`config.mk`:
```
export PLATFORM = sky130hd
export DESIGN_NAME = multicycle_control_unit
export DESIGN_NICKNAME = d
export VERILOG_FILES = /design/src/rtl/multicycle_control_unit.sv
export SDC_FILE = /design/constraint.sdc
export NUM_CORES = 1
export LEC_CHECK = 0
export ABC_AREA = 1
export CORE_MARGIN = 3
export CORE_UTILIZATION = 39
export DETAILED_ROUTE_END_ITERATION = 8
export PLACE_DENSITY = 0.95
export SYNTH_ARGS = -nofsm -noshare
export SYNTH_HDL_FRONTEND = slang
export SYNTH_SLANG_ARGS = --single-unit
```
`constraint.sdc`:
```
create_clock -name clk -period 3.7 [get_ports clk]
set_input_delay 1.11 -clock clk [delete_from_list [all_inputs] [get_ports clk]]
set_output_delay 1.11 -clock clk [all_outputs]
set_load 0.05 [all_outputs]
```
`src/rtl/multicycle_control_unit.sv`:
```
// multicycle_control_unit: RV32I FETCH/DECODE/EXE/MEM/WB sequencer with memory wait timeout and fault pulses
module multicycle_control_unit #(
    parameter bit MEM_WAIT_EN    = 1'b1,
    parameter int TIMEOUT_CYCLES = 16,
    parameter int CNT_W          = 8
) (
    input  logic        clk,
    input  logic        reset,
    input  logic [31:0] instr_code,
    input  logic        d_ready,
    output logic        ir_en,
    output logic        pc_en,
    output logic [3:0]  alu_controls,
    output logic        reg_wr_en,
    output logic        d_wr_en,
    output logic        d_rd_en,
    output logic        aluSrcMuxSel,
    output logic [2:0]  RegWdataSel,
    output logic        branch,
    output logic        jal,
    output logic        jalr,
    output logic [2:0]  d_func3,
    output logic        illegal_instr,
    output logic        mem_fault,
    output logic [3:0]  state_o
);
    localparam logic [3:0] S_FETCH = 4'd0, S_DECODE = 4'd1, S_EXE = 4'd2, S_MEM = 4'd3, S_WB = 4'd4;
    localparam logic [CNT_W-1:0] CNT_LAST = CNT_W'(TIMEOUT_CYCLES > 0 ? TIMEOUT_CYCLES - 1 : 0);

    logic [3:0]       r_state, w_next;
    logic [CNT_W-1:0] r_cnt;
    logic [6:0]       w_op;
    logic [2:0]       w_f3;
    logic             w_f7b;
    logic             w_is_r, w_is_i, w_is_il, w_is_s, w_is_b, w_is_lui, w_is_auipc, w_is_jal, w_is_jalr;
    logic             w_legal, w_mem_op, w_wr_class, w_mem_done, w_mem_to, w_run;
    logic             w_fetch, w_decode, w_exe, w_mem, w_wb;
    logic             w_unused;

    assign w_op       = instr_code[6:0];
    assign w_f3       = instr_code[14:12];
    assign w_f7b      = instr_code[30];
    assign w_unused   = &{1'b0, instr_code[31], instr_code[29:15], instr_code[11:7]};
    assign w_is_r     = w_op == 7'b0110011;
    assign w_is_i     = w_op == 7'b0010011;
    assign w_is_il    = w_op == 7'b0000011;
    assign w_is_s     = w_op == 7'b0100011;
    assign w_is_b     = w_op == 7'b1100011;
    assign w_is_lui   = w_op == 7'b0110111;
    assign w_is_auipc = w_op == 7'b0010111;
    assign w_is_jal   = w_op == 7'b1101111;
    assign w_is_jalr  = w_op == 7'b1100111;
    assign w_mem_op   = w_is_il | w_is_s;
    assign w_wr_class = w_is_r | w_is_i | w_is_lui | w_is_auipc | w_is_jal | w_is_jalr;
    assign w_legal    = w_wr_class | w_mem_op | w_is_b;
    assign w_fetch    = r_state == S_FETCH;
    assign w_decode   = r_state == S_DECODE;
    assign w_exe      = r_state == S_EXE;
    assign w_mem      = r_state == S_MEM;
    assign w_wb       = r_state == S_WB;
    assign w_run      = !reset;
    // d_ready on the last allowed cycle counts as success, so the timeout only fires without it
    assign w_mem_done = !MEM_WAIT_EN || d_ready;
    assign w_mem_to   = MEM_WAIT_EN && (TIMEOUT_CYCLES > 0) && !d_ready && (r_cnt == CNT_LAST);

    // State register and MEM wait counter (cleared outside MEM, saturating inside)
    always_ff @(posedge clk or posedge reset) begin
        if (reset) begin
            r_state <= S_FETCH;
            r_cnt   <= '0;
        end else begin
            r_state <= w_next;
            r_cnt   <= !w_mem ? '0 : (&r_cnt) ? r_cnt : r_cnt + CNT_W'(1);
        end
    end

    // Next-state selection
    always_comb begin
        w_next = w_fetch  ? S_DECODE :
                 w_decode ? (w_legal ? S_EXE : S_FETCH) :
                 w_exe    ? (w_mem_op ? S_MEM : S_FETCH) :
                 w_mem    ? ((w_mem_done && w_is_il) ? S_WB : (w_mem_done || w_mem_to) ? S_FETCH : S_MEM) :
                 S_FETCH;
    end

    // Datapath controls decoded from state and instruction; strobes are forced low during reset
    always_comb begin
        ir_en         = w_run && w_fetch;
        pc_en         = w_run && ((w_decode && !w_legal) || (w_exe && !w_mem_op) ||
                                  (w_mem && ((w_mem_done && w_is_s) || w_mem_to)) || w_wb);
        reg_wr_en     = w_run && ((w_exe && w_wr_class) || w_wb);
        d_wr_en       = w_run && w_mem && w_is_s;
        d_rd_en       = w_run && w_mem && w_is_il;
        illegal_instr = w_run && w_decode && !w_legal;
        mem_fault     = w_run && w_mem && w_mem_to;
        alu_controls  = !w_exe  ? 4'b0000 :
                        w_is_r  ? {w_f7b, w_f3} :
                        w_is_i  ? {w_f7b && (w_f3 == 3'b101), w_f3} :
                        w_is_b  ? {1'b0, w_f3} : 4'b0000;
        aluSrcMuxSel  = w_exe && (w_is_i | w_mem_op | w_is_jalr);
        RegWdataSel   = w_wb ? 3'b001 :
                        !w_exe ? 3'b000 :
                        (w_is_jal | w_is_jalr) ? 3'b100 :
                        w_is_lui ? 3'b010 :
                        w_is_auipc ? 3'b011 : 3'b000;
        branch        = w_exe && w_is_b;
        jal           = w_exe && (w_is_jal | w_is_jalr);
        jalr          = w_exe && w_is_jalr;
        d_func3       = (w_mem || w_wb) ? w_f3 : 3'b000;
        state_o       = r_state;
    end
endmodule

```
Word-level counts from Yosys, hierarchy flattened
Cells that the tools add are included.
{"block": "totals", "register_bits": 12, "in_bits": 35, "output_inout_bits": 25, "wordCells": 84}
{"block": "classes", "add_sub_neg": 1, "eq_ne": 16, "n_mux": 20, "bitwise_logic": 11, "reduce_logical": 34}
{"operator": "3-bit two-way mux", "count": 10}
{"operator": "7-bit by 6-bit equality test with 1-bit output, second input constant", "count": 3}
{"operator": "7-bit equality test, second input constant", "count": 3}
{"operator": "1-bit logical AND", "count": 21}
{"operator": "8-bit two-way mux", "count": 2}
{"operator": "7-bit by 5-bit equality test with 1-bit output, second input constant", "count": 2}
{"operator": "4-bit two-way mux", "count": 3}
{"operator": "1-bit OR", "count": 11}
{"operator": "2-bit two-way mux", "count": 5}
{"operator": "8-bit by 1-bit adder with 8-bit output, second input constant", "count": 1}
{"operator": "4-bit by 2-bit equality test with 1-bit output, second input constant", "count": 2}
{"operator": "8-bit by 4-bit equality test with 1-bit output, second input constant", "count": 1}
{"operator": "8-bit AND reduction", "count": 1}
{"operator": "7-bit by 2-bit equality test with 1-bit output, second input constant", "count": 1}
{"operator": "1-bit logical OR", "count": 7}
{"operator": "4-bit by 1-bit equality test with 1-bit output, second input constant", "count": 1}
{"operator": "4-bit by 3-bit equality test with 1-bit output, second input constant", "count": 1}
{"operator": "1-bit zero test", "count": 4}
{"operator": "4-bit zero test", "count": 1}
{"operator": "3-bit equality test, second input constant", "count": 1}
{"operator": "2-bit inequality test, second input constant", "count": 1}

Longest topological paths before layout
Gate-level depths: netlist of run 1.
{"block": "logic_depth", "depth_word": 14, "depth_mapped": 9, "depth_no_buf": 9}

Worst setup path before layout of run 1
OpenSTA, ideal clock, no wires.
{"block": "synth_timing", "path_kind": "input -> output", "from": "input reset", "to": "output d_wr_en", "arrival_time_ns": 2.987, "t_required_ns": 2.590, "path_slack_ns": -0.397, "cell_stages": 3, "n_path_buf": 0, "path_cell_list": "inv_1 > nand2_1 > nor4_1"}
{"block": "synth_between", "elab_chain_cells": 3}
{"item": "start, declared", "line_no": "8", "source": "input logic reset,"}
{"item": "1-bit zero test (no source line)"}
{"item": "1-bit logical AND (2 in series)", "line_no": "92", "source": "d_wr_en = w_run && w_mem && w_is_s;"}
{"item": "end, declared", "line_no": "15", "source": "output logic d_wr_en,"}
Every way passes these cells.

Worst setup path in the final report of run 1
Same ends and word-level chain as after synthesis.

==> results of run 1 <==
power breakdown:
group / total (µW) / switching, µW / internal [µW]
combinational: 229 / 140 / 89.2
sequential: 141 / 13.5 / 128
clock: 77.8 / 36.1 / 41.7
cells in the final DEF, fill, tap and decap left out, types with 2 or more instances in the layout:
cell type / n
a21oi_1: 7
buf_12: 21
buf_4: 12
clkbuf_4: 3
clkdlybuf4s50_1: 9
dfrtp_1: 11
dlymetal6s2s_1: 7
inv_1: 21
inv_2: 8
nand2_1: 20
nand2_2: 3
nand3_1: 16
nand3_2: 4
nand4_1: 2
nor2_1: 21
nor2_2: 4
nor2_4: 3
nor3_1: 2
nor3_2: 2
nor3_4: 2
nor4_1: 2
o21ai_0: 3
o21ai_1: 3
o21bai_1: 2
sequential cells by signal (all words and copies together), names as in the netlist:
| name | flops |
|---|---|
| r_cnt | 8 |
| state_o | 3 |
cells by family after synthesis:
| kind of cell | after synthesis | share of synthesized area |
|---|---|---|
| simple gates | 82 | 0.430 |
| buf+inv | 30 | 0.127 |
| compound gates | 19 | 0.117 |
| flops | 11 | 0.299 |
| xor+xnor | 1 | 0.00953 |
| fa+ha+maj | 1 | 0.0136 |
| other cells | 1 | 0.00408 |
path summary, 6_finish.rpt:
check / startpoint / endpoint / depth (start not counted)
max: reset / d_wr_en / 6
min: r_cnt[1] / r_cnt[1] / 2
max reg2reg: state_o[2] / r_cnt[0] / 6
min reg2reg: r_cnt[1] / r_cnt[1] / 2
max in group asynchronous: reset / r_cnt[1] / 3
min in group asynchronous: reset / r_cnt[5] / 3
layout make-up:
cell class | instances | area, µm² | area share
Clock buffer | 4 | 26.3 | 0.0154
Tap cell | 27 | 33.8 | 0.0197
Multi-Input combinational cell | 104 | 579 | 0.338
Inverter | 29 | 109 | 0.0636
Sequential cell | 11 | 275 | 0.161
Timing Repair Buffer | 49 | 688 | 0.402
per-stage QoR:
| stage | utilization | instance area (µm²) |
|---|---|---|
| after floorplan | - | 926 |
| after global placement | 0.761 | 1600 |
| after detailed placement | 0.761 | 1600 |
| after CTS | 0.779 | 1640 |
| after global routing | 0.814 | 1710 |
| final | 0.814 | 1710 |
critical path: stages:
cell             delay, ps
clkdlybuf4s50_1        490
inv_1                  110
nand2_1                100
nor4_1                 220
buf_4                  180
buf_12                 120
metal layers:
layer | up-vias | track usage | wire (µm) | share of wire
li1 | 573 | - | - | -
met1 | 575 | 0.250 | 1370 | 0.37
met2 | 73 | 0.460 | 1910 | 0.52
met3 | 12 | 0.0572 | 326 | 0.088
met4 | 0 | 0.0747 | 97 | 0.026
met5 | - | 0 | 0 | 0
what timing repair did:
item	CTS	global route
buffers inserted	0	3
pin swaps	0	4
setup endpoints to repair	6	12
hold buffers	0	0
cloned	0	0
resized for setup	3	20
==> impl_metrics.ini, run 1 <==
[synth]
synth-async-reset-ratio = 1.00
synthFlopType = dfrtp_1
synthesis.nets = 181
yosysMostFrequentCell = nor2_1
postSynthAreaPerCell_um2 = 6.34
synth_edf_count = 0
synth_seq_cells = 11
syn_inst = 145
netlist_area_um2 = 920
ys_top_cells_by_area = dfrtp_1 (30%), nor2_1 (11%), nand3_1 (10%), inv_1 (9.4%), nand2_1 (9.0%)
synth_top_cell_by_area = dfrtp_1
ys_warn_count = 0
synth_cell_types = 28
synthTopCellsByCount = nor2_1 (27), inv_1 (23), nand2_1 (22)
synth.top_cell.area_share = 0.299
yosysSeqAreaShare = 0.299

[sta]
rsz0062_at_grt = false
finalSetupViolations = 0
period_minus_slack_ps = 3450
drv_slew = 0
setup_slack_ps = 254
skew_ps = 0.940
timing.fmax_ghz = 0.290
min_period_over_period = 0.931
holdWs_ps = 519
maxSlewHeadroom = 0.636
finalSetupTns_ps = 0
hold_violations = 0
tightest_slew_ps = 545

[layout]
drive_above_1_share = 0.315
syn2layout_area_growth_pct = 86.1
fill_cells = 116
num_antenna_cells = 0
stdcell_count = 224
final_nets = 234

[power_and_ir_drop]
vdd_drop_max_v = 0.000287
leakagePower_uw = 0.000867
p_per_area_mw_per_mm2 = 262
p_total_uw = 448

[detailed_routing]
drt_iter0_markers = 47
wl_per_cell_um = 16.6
wl_mm = 3.71
vias = 1233
post-route-drc-count = 0
dr.pass1.iters = 4
via_per_inst = 5.50
final_antenna_net_count = 0

[hold_path]
hold_path.class = reg -> reg

[floorplanning]
core_region_area_mm2 = 0.00210
die_area_mm2 = 0.00298
die_x_um = 54.6
rows = 16
die_h_um = 54.6
initial_core_util = 0.437
io_pins = 60

[critical_path]
worstSetupPathType = in -> out
end_kind = primary output
critical_path.max_fanout = 4
arrival_ps = 2340
start_kind = primary input
r2r_setup_slack_ps = 2280
cp.required_ps = 2590

[place]
dpl.cell_count = 217
io_buffers = 37
dp_hpwl_mm = 2.73
routabilityCongestion = 0.866
place_ws_ps = -82.7

[clocking]
clock_path_buffers = 2
cts_made_buffers = 3
cts_sinks = 11
cts_tree = built
cts.clk_slew.worst_paths_ps = 60
clock_latency_ps = 260
htreeDepth = 1
cts_root_buffer = clkbuf_4

[global_routing]
grt_pass1_vias = 1182
grt_usage = 0.239
grt_pass1_wl_mm = 5.20
grt_start_max_net_pins = 13
antenna_found_initial = 0
gr-total-overflow = 0

[status]
outcome = finished, final reports clean

[run]
maxCapViolations = 0
No activity file was read; power rests on OpenSTA's default activity.
==> run 2, diff against run 1 <==
Settings changed: HOLD_SLACK_MARGIN set to 0.03.
==> results of run 2 <==
Final layout, timing and power as in run 1 (identical DEF).
==> patch 1: new RTL, config.mk and constraints of run 2 <==
The parameter `CNT_W` goes from 8 to 12.
--- a/src/rtl/multicycle_control_unit.sv
+++ b/src/rtl/multicycle_control_unit.sv
@@ -3,5 +3,5 @@
     parameter bit MEM_WAIT_EN    = 1'b1,
     parameter int TIMEOUT_CYCLES = 16,
-    parameter int CNT_W          = 8
+    parameter int CNT_W          = 12
 ) (
     input  logic        clk,
Check against the original RTL: same outputs for any inputs over 10 cycles, from zero or initial values and one cycle with reset high; that may be too few to reach the edited logic, so the function may still have changed.
==> patch 1 against run 2 <==
  * Synthesized area grew 31%
  * Critical path type unchanged
  * Worst setup slack worse by 0.0019 ns
  * Count of clock-buffer cells in the layout shrank 1
  * Clock skew up 0.0085 ns
  * Sequential share of layout area up 2.7 points
  * Routed wire length rose by 4.8%
  * Critical endpoint is now alu_controls[3]
  * Sequential cell count grew 4
  * Total power up 13%
  * Cell area up 17%
  * Via count up 15%
==> patch 1: results (changes against run 2) <==
[outcome]
status=complete, no violations

[final_layout]
largest_reg_flops=12  ; +4
drive_above_1_share_pct=33.3  ; +1.9 points
layout.nets=268  ; +15%

[worst_hold_path]
min_from=r_cnt[3]

[global_routing]
grt_max_degree=17  ; +4
grtUsageTotal_pct=19.6  ; -4.3 points
grt_pass1_wl_mm=5.71  ; +9.8%

[place]
gp_congestion=0.947  ; +9.4%
placed_cells=257  ; +18%
place_ws_ns=-0.0606  ; +0.0221 ns
dpl-instance-area_mm2=0.00186  ; +16%
place_hpwl_mm=2.79  ; +2.2%

[power]
leakage_uw=0.00106  ; +22%
peakVddDrop_v=0.000311  ; +8.3%
sw_frac_of_total_pct=41.2  ; -1.2 points

[worst_setup_path]
rr_startpoint=r_cnt[0]
crit_start=instr_code[2]

[yosys]
synth.area.top_cells=dfrtp_1, nand2_1, nor2_1, inv_1, nand3_1
yosysSeqAreaShare_pct=31.2  ; +1.2 points
syn_inst=186  ; +28%
synth_fp_nets=222  ; +23%

[sta]
relSlewSlack_pct=64.8  ; +1.2 points
fin_skew_ns=0.00946  ; +0.00852 ns
fmax_mhz=290  ; about the same

[drt]
via_per_inst=5.41  ; -1.7%
drtIter0Drc=70  ; +49%
avgRoutedWirePerCell_um=14.8  ; -10%

[clock_network]
clkTransAtPathRegs_ns=0.09  ; +0.03 ns
worstSkewPairLatency_ns=0.29  ; +0.03 ns

## patch 1: final timing paths
path | endpoint | cells after the start
max in group asynchronous | r_cnt[6] | 3
max reg2reg | r_cnt[7] | 9
max | alu_controls[3] | 8
min reg2reg | r_cnt[3] | 1
min | r_cnt[3] | 1
min in group asynchronous | state_o[1] | 3
## patch 1: timing repair
item | in CTS | in global routing
setup buffers | 0 | 1
endpoints found under the setup margin | 4 | 8
pin swaps | 1 | 6
gates resized for setup | 2 | 31
## patch 1: cell type report
cell class	instances	share of cell area, %
Multi-Input combinational cell	134	39.3
Timing Repair Buffer	43	32.1
Sequential cell	15	18.7
Inverter	35	6.56
Tap cell	31	1.94
Clock buffer	3	1.12
Clock inverter	1	0.250
## patch 1: critical path, cell delays in order
cell            delay (ns)
dlymetal6s2s_1        0.16
inv_2                 0.11
nand2_1               0.09
nor2_4                0.19
buf_4                 0.15
nand4_1               0.09
a21oi_1               0.25
buf_12                0.18
## patch 1: through the flow
stage | hold WS (ns) | TNS, ns | utilization (%) | power [uW]
2_1_floorplan | 0.491 | 0 | - | 308
3_3_place_gp | 0.516 | 0 | 65.3 | 401
3_5_place_dp | 0.532 | -0.109 | 65.3 | 405
4_1_cts | 0.548 | -0.0235 | 66.6 | 498
5_1_grt | 0.561 | 0 | 70.2 | 530
6_report | 0.547 | 0 | 70.2 | 507
## patch 1: logic make-up (layout without fill, tap and decap cells)
family	after synthesis	in the layout	synth area share (%)
other	1	1	0.311
AND/OR/NAND/NOR	109	109	43.5
adder cells (fa/ha/maj)	1	1	1.04
buffers and inverters	37	82	11.9
flip-flops	15	15	31.2
AO/OA/AOI/OAI	23	23	12.0
## patch 1: power by group through the flow
stage          clock network, uW  logic, uW  registers (uW)
2_1_floorplan                  0        102             207
6_report                    94.7        231             181
4_1_cts                     94.5        222             181
5_1_grt                      102        245             183
3_3_place_gp                   0        217             184
3_5_place_dp                   0        221             184
## patch 1: routing by layer
metal	GRT usage (%)	wire (um)	up-vias
met5	0	0	-
met4	4.85	85	0
met3	4.40	288	10
met2	36.3	2050	68
met1	22.5	1470	652
li1	-	-	687
==> patch 2: new RTL, settings of run 2 <==
Made on the original files. Register the output `mem_fault`; this adds one clock of latency there. The other outputs are not delayed to match.
--- a/src/rtl/multicycle_control_unit.sv
+++ b/src/rtl/multicycle_control_unit.sv
@@ -27,4 +27,6 @@
     localparam logic [3:0] S_FETCH = 4'd0, S_DECODE = 4'd1, S_EXE = 4'd2, S_MEM = 4'd3, S_WB = 4'd4;
     localparam logic [CNT_W-1:0] CNT_LAST = CNT_W'(TIMEOUT_CYCLES > 0 ? TIMEOUT_CYCLES - 1 : 0);
+
+    logic mem_fault_d;
 
     logic [3:0]       r_state, w_next;
@@ -93,5 +95,5 @@
         d_rd_en       = w_run && w_mem && w_is_il;
         illegal_instr = w_run && w_decode && !w_legal;
-        mem_fault     = w_run && w_mem && w_mem_to;
+        mem_fault_d   = w_run && w_mem && w_mem_to;
         alu_controls  = !w_exe  ? 4'b0000 :
                         w_is_r  ? {w_f7b, w_f3} :
@@ -110,4 +112,8 @@
         state_o       = r_state;
     end
+    always_ff @(posedge clk) begin
+        mem_fault <= mem_fault_d;
+    end
+
 endmodule
 
Formal check against the unedited RTL: no difference found for any inputs over 10 cycles, from zero or initial values and one cycle with reset high; that may be too few to reach the edited logic, so the function may still have changed.
==> patch 2 against run 2 <==
  * Via count fell by 1.5%
  * Hold slack improved by 0.013 ns
  * Critical path depth rose by 1
  * Total power rose by 7.3%
  * Cell area fell by 1.3%
  * Synthesized area rose by 2.2%
  * Highest routed layer unchanged
  * The flow now finishes with violations (setup timing)
  * Non-clock buffer count fell by 1
  * Final cell count rose by 0.45%
  * Sequential cell count rose by 1
  * Count of clock-buffer cells in the layout did not move
  * Routed wire length fell by 7.4%
  * Worst setup slack got worse by 0.29 ns
==> patch 2: results (changes against run 2) <==
[sta]
fin_skew_ns=0.00472  ; +0.00378 ns
fin_ws_ns=-0.0372  ; -0.291 ns
setup_viol=1  ; +1

[drt]
via_per_inst=5.40  ; -2.0%
vias=1214  ; -1.5%
first_pass_iters=4  ; unchanged
drtIter0Drc=55  ; +17%
avgRoutedWirePerCell_um=15.3  ; -7.8%

[clock_network]
clkTransAtPathRegs_ns=0.07
htree_levels=1  ; unchanged
worstSkewPairLatency_ns=0.27

[yosys]
ys_types=29  ; +3.6%
yosys_warnings=0  ; unchanged
synthTopCellsByCount=nor2_1, inv_1, nand2_1
yosysSeqAreaShare_pct=31.4  ; +1.5 points
synth.area.top_cells=dfrtp_1, nor2_1, nand3_1, inv_1, nand2_1
async_flop_share_pct=91.7  ; -8.3 points
synth_top_area_share_pct=29.3  ; -0.64 points
synth_fp_nets=182  ; +0.55%
syn_inst=146  ; +0.69%

[worst_setup_path]
rrSetupSlack_ns=2.19  ; -0.09 ns
crit_end=reg_wr_en
crit_start=instr_code[4]
path_max_fanout=3  ; -1
r2r_cells=5  ; -1
rr_startpoint=state_o[0]
timing.rr.end=state_o[1]

[worst_hold_path]
hold_depth=1  ; -1

[place]
placed_cells=218  ; +0.46%
place_hpwl_mm=2.57  ; -6.0%
gp_congestion=0.841  ; -2.9%
io_buffers=37  ; unchanged

[outcome]
failed_checks=setup timing
status=finished with violations

[final_layout]
drive_above_1_share_pct=27.9  ; -3.6 points
antenna_cells=0  ; unchanged
top_register=r_cnt
n_fill_cell=160  ; +38%
layout.nets=234  ; unchanged

[global_routing]
met3_usage_pct=3.22  ; -2.5 points
first_global_vias=1074  ; -9.1%
grt_antenna_before_repair=0  ; unchanged
grtUsageTotal_pct=22.2  ; -1.7 points
use_met1_pct=28.7  ; +3.7 points
grt_max_degree=13  ; unchanged
grt_pass1_wl_mm=4.83  ; -7.2%
grt_use_met2_pct=40.6  ; -5.5 points

[power]
leakage_uw=0.000813  ; -6.2%
peakVddDrop_v=0.000211  ; -26%

[patch 2: changes by cell type in the layout (fill, tap and decap cells not counted), sizes merged]
cell / before / now
buf: 33 / 31
clkdlybuf4s50: 9 / 16
dfxtp: 0 / 1
dlymetal6s2s: 7 / 1
[patch 2: worst max-delay path: stages]
cell             delay (ns)
clkdlybuf4s50_1        0.46
inv_2                  0.08
nand3_1                0.17
nor2_2                 0.20
o21ai_1                0.11
a21oi_1                0.31
buf_12                 0.19
[patch 2: what timing repair did]
action                                 in CTS  in global routing
pin swaps                                   0                  2
setup buffers                               0                  3
setup endpoints to repair                   3                 10
resized for setup                           2                  7
endpoints found under the hold margin       0                  0
[patch 2: routing by layer]
layer / part of all wire [%] / up-vias
met2: 56 / 46
met5: 0 / -
met3: 6.0 / 4
li1: - / 574
met1: 37 / 590
met4: 1.6 / 0
[patch 2: cells by family after synthesis]
| kind of cell | Yosys count | share of synthesized area (%) |
|---|---|---|
| buf+inv | 30 | 12.4 |
| other cells | 1 | 0.399 |
| simple gates | 82 | 42.1 |
| flops | 12 | 31.4 |
| xor+xnor | 1 | 0.932 |
| compound gates | 19 | 11.5 |
| fa+ha+maj | 1 | 1.33 |
[patch 2: area by class of cell]
class / instances / area [um^2] / area share, %
multi-input cells: 104 / 558 / 33.0
clock buffers: 4 / 36.3 / 2.15
well taps: 28 / 35.0 / 2.07
repair buffers: 48 / 656 / 38.8
inverters: 29 / 109 / 6.44
flip-flops and latches: 12 / 295 / 17.5
[patch 2: through the flow]
stage | instance area (um^2) | TNS (ns) | setup slack (ns) | power, uW
after floorplan | 952 | 0 | 0.132 | 272
after global placement | 1610 | 0 | 0.0318 | 368
after detailed placement | 1610 | -0.120 | -0.0765 | 376
after CTS | 1650 | 0 | 0.00378 | 479
after global routing | 1690 | -0.453 | -0.111 | 507
final | 1690 | -0.0372 | -0.0372 | 481
[patch 2: how the worst min path moves through the flow]
stage	from	to	slack (ns)
finish	r_cnt[3]	r_cnt[3]	0.53
global route	r_cnt[3]	r_cnt[3]	0.55
CTS	r_cnt[3]	r_cnt[3]	0.52
detailed placement	r_cnt[3]	r_cnt[3]	0.51
global placement	r_cnt[1]	r_cnt[1]	0.49
floorplan	r_cnt[1]	r_cnt[1]	0.47
[patch 2: power by group]
group          switching, uW  internal (uW)  leakage (uW)
Combinational            137           90.2      0.000633
Sequential              13.2            138      0.000159
Clock                   42.9           59.8     0.0000210
Total                    193            288      0.000813
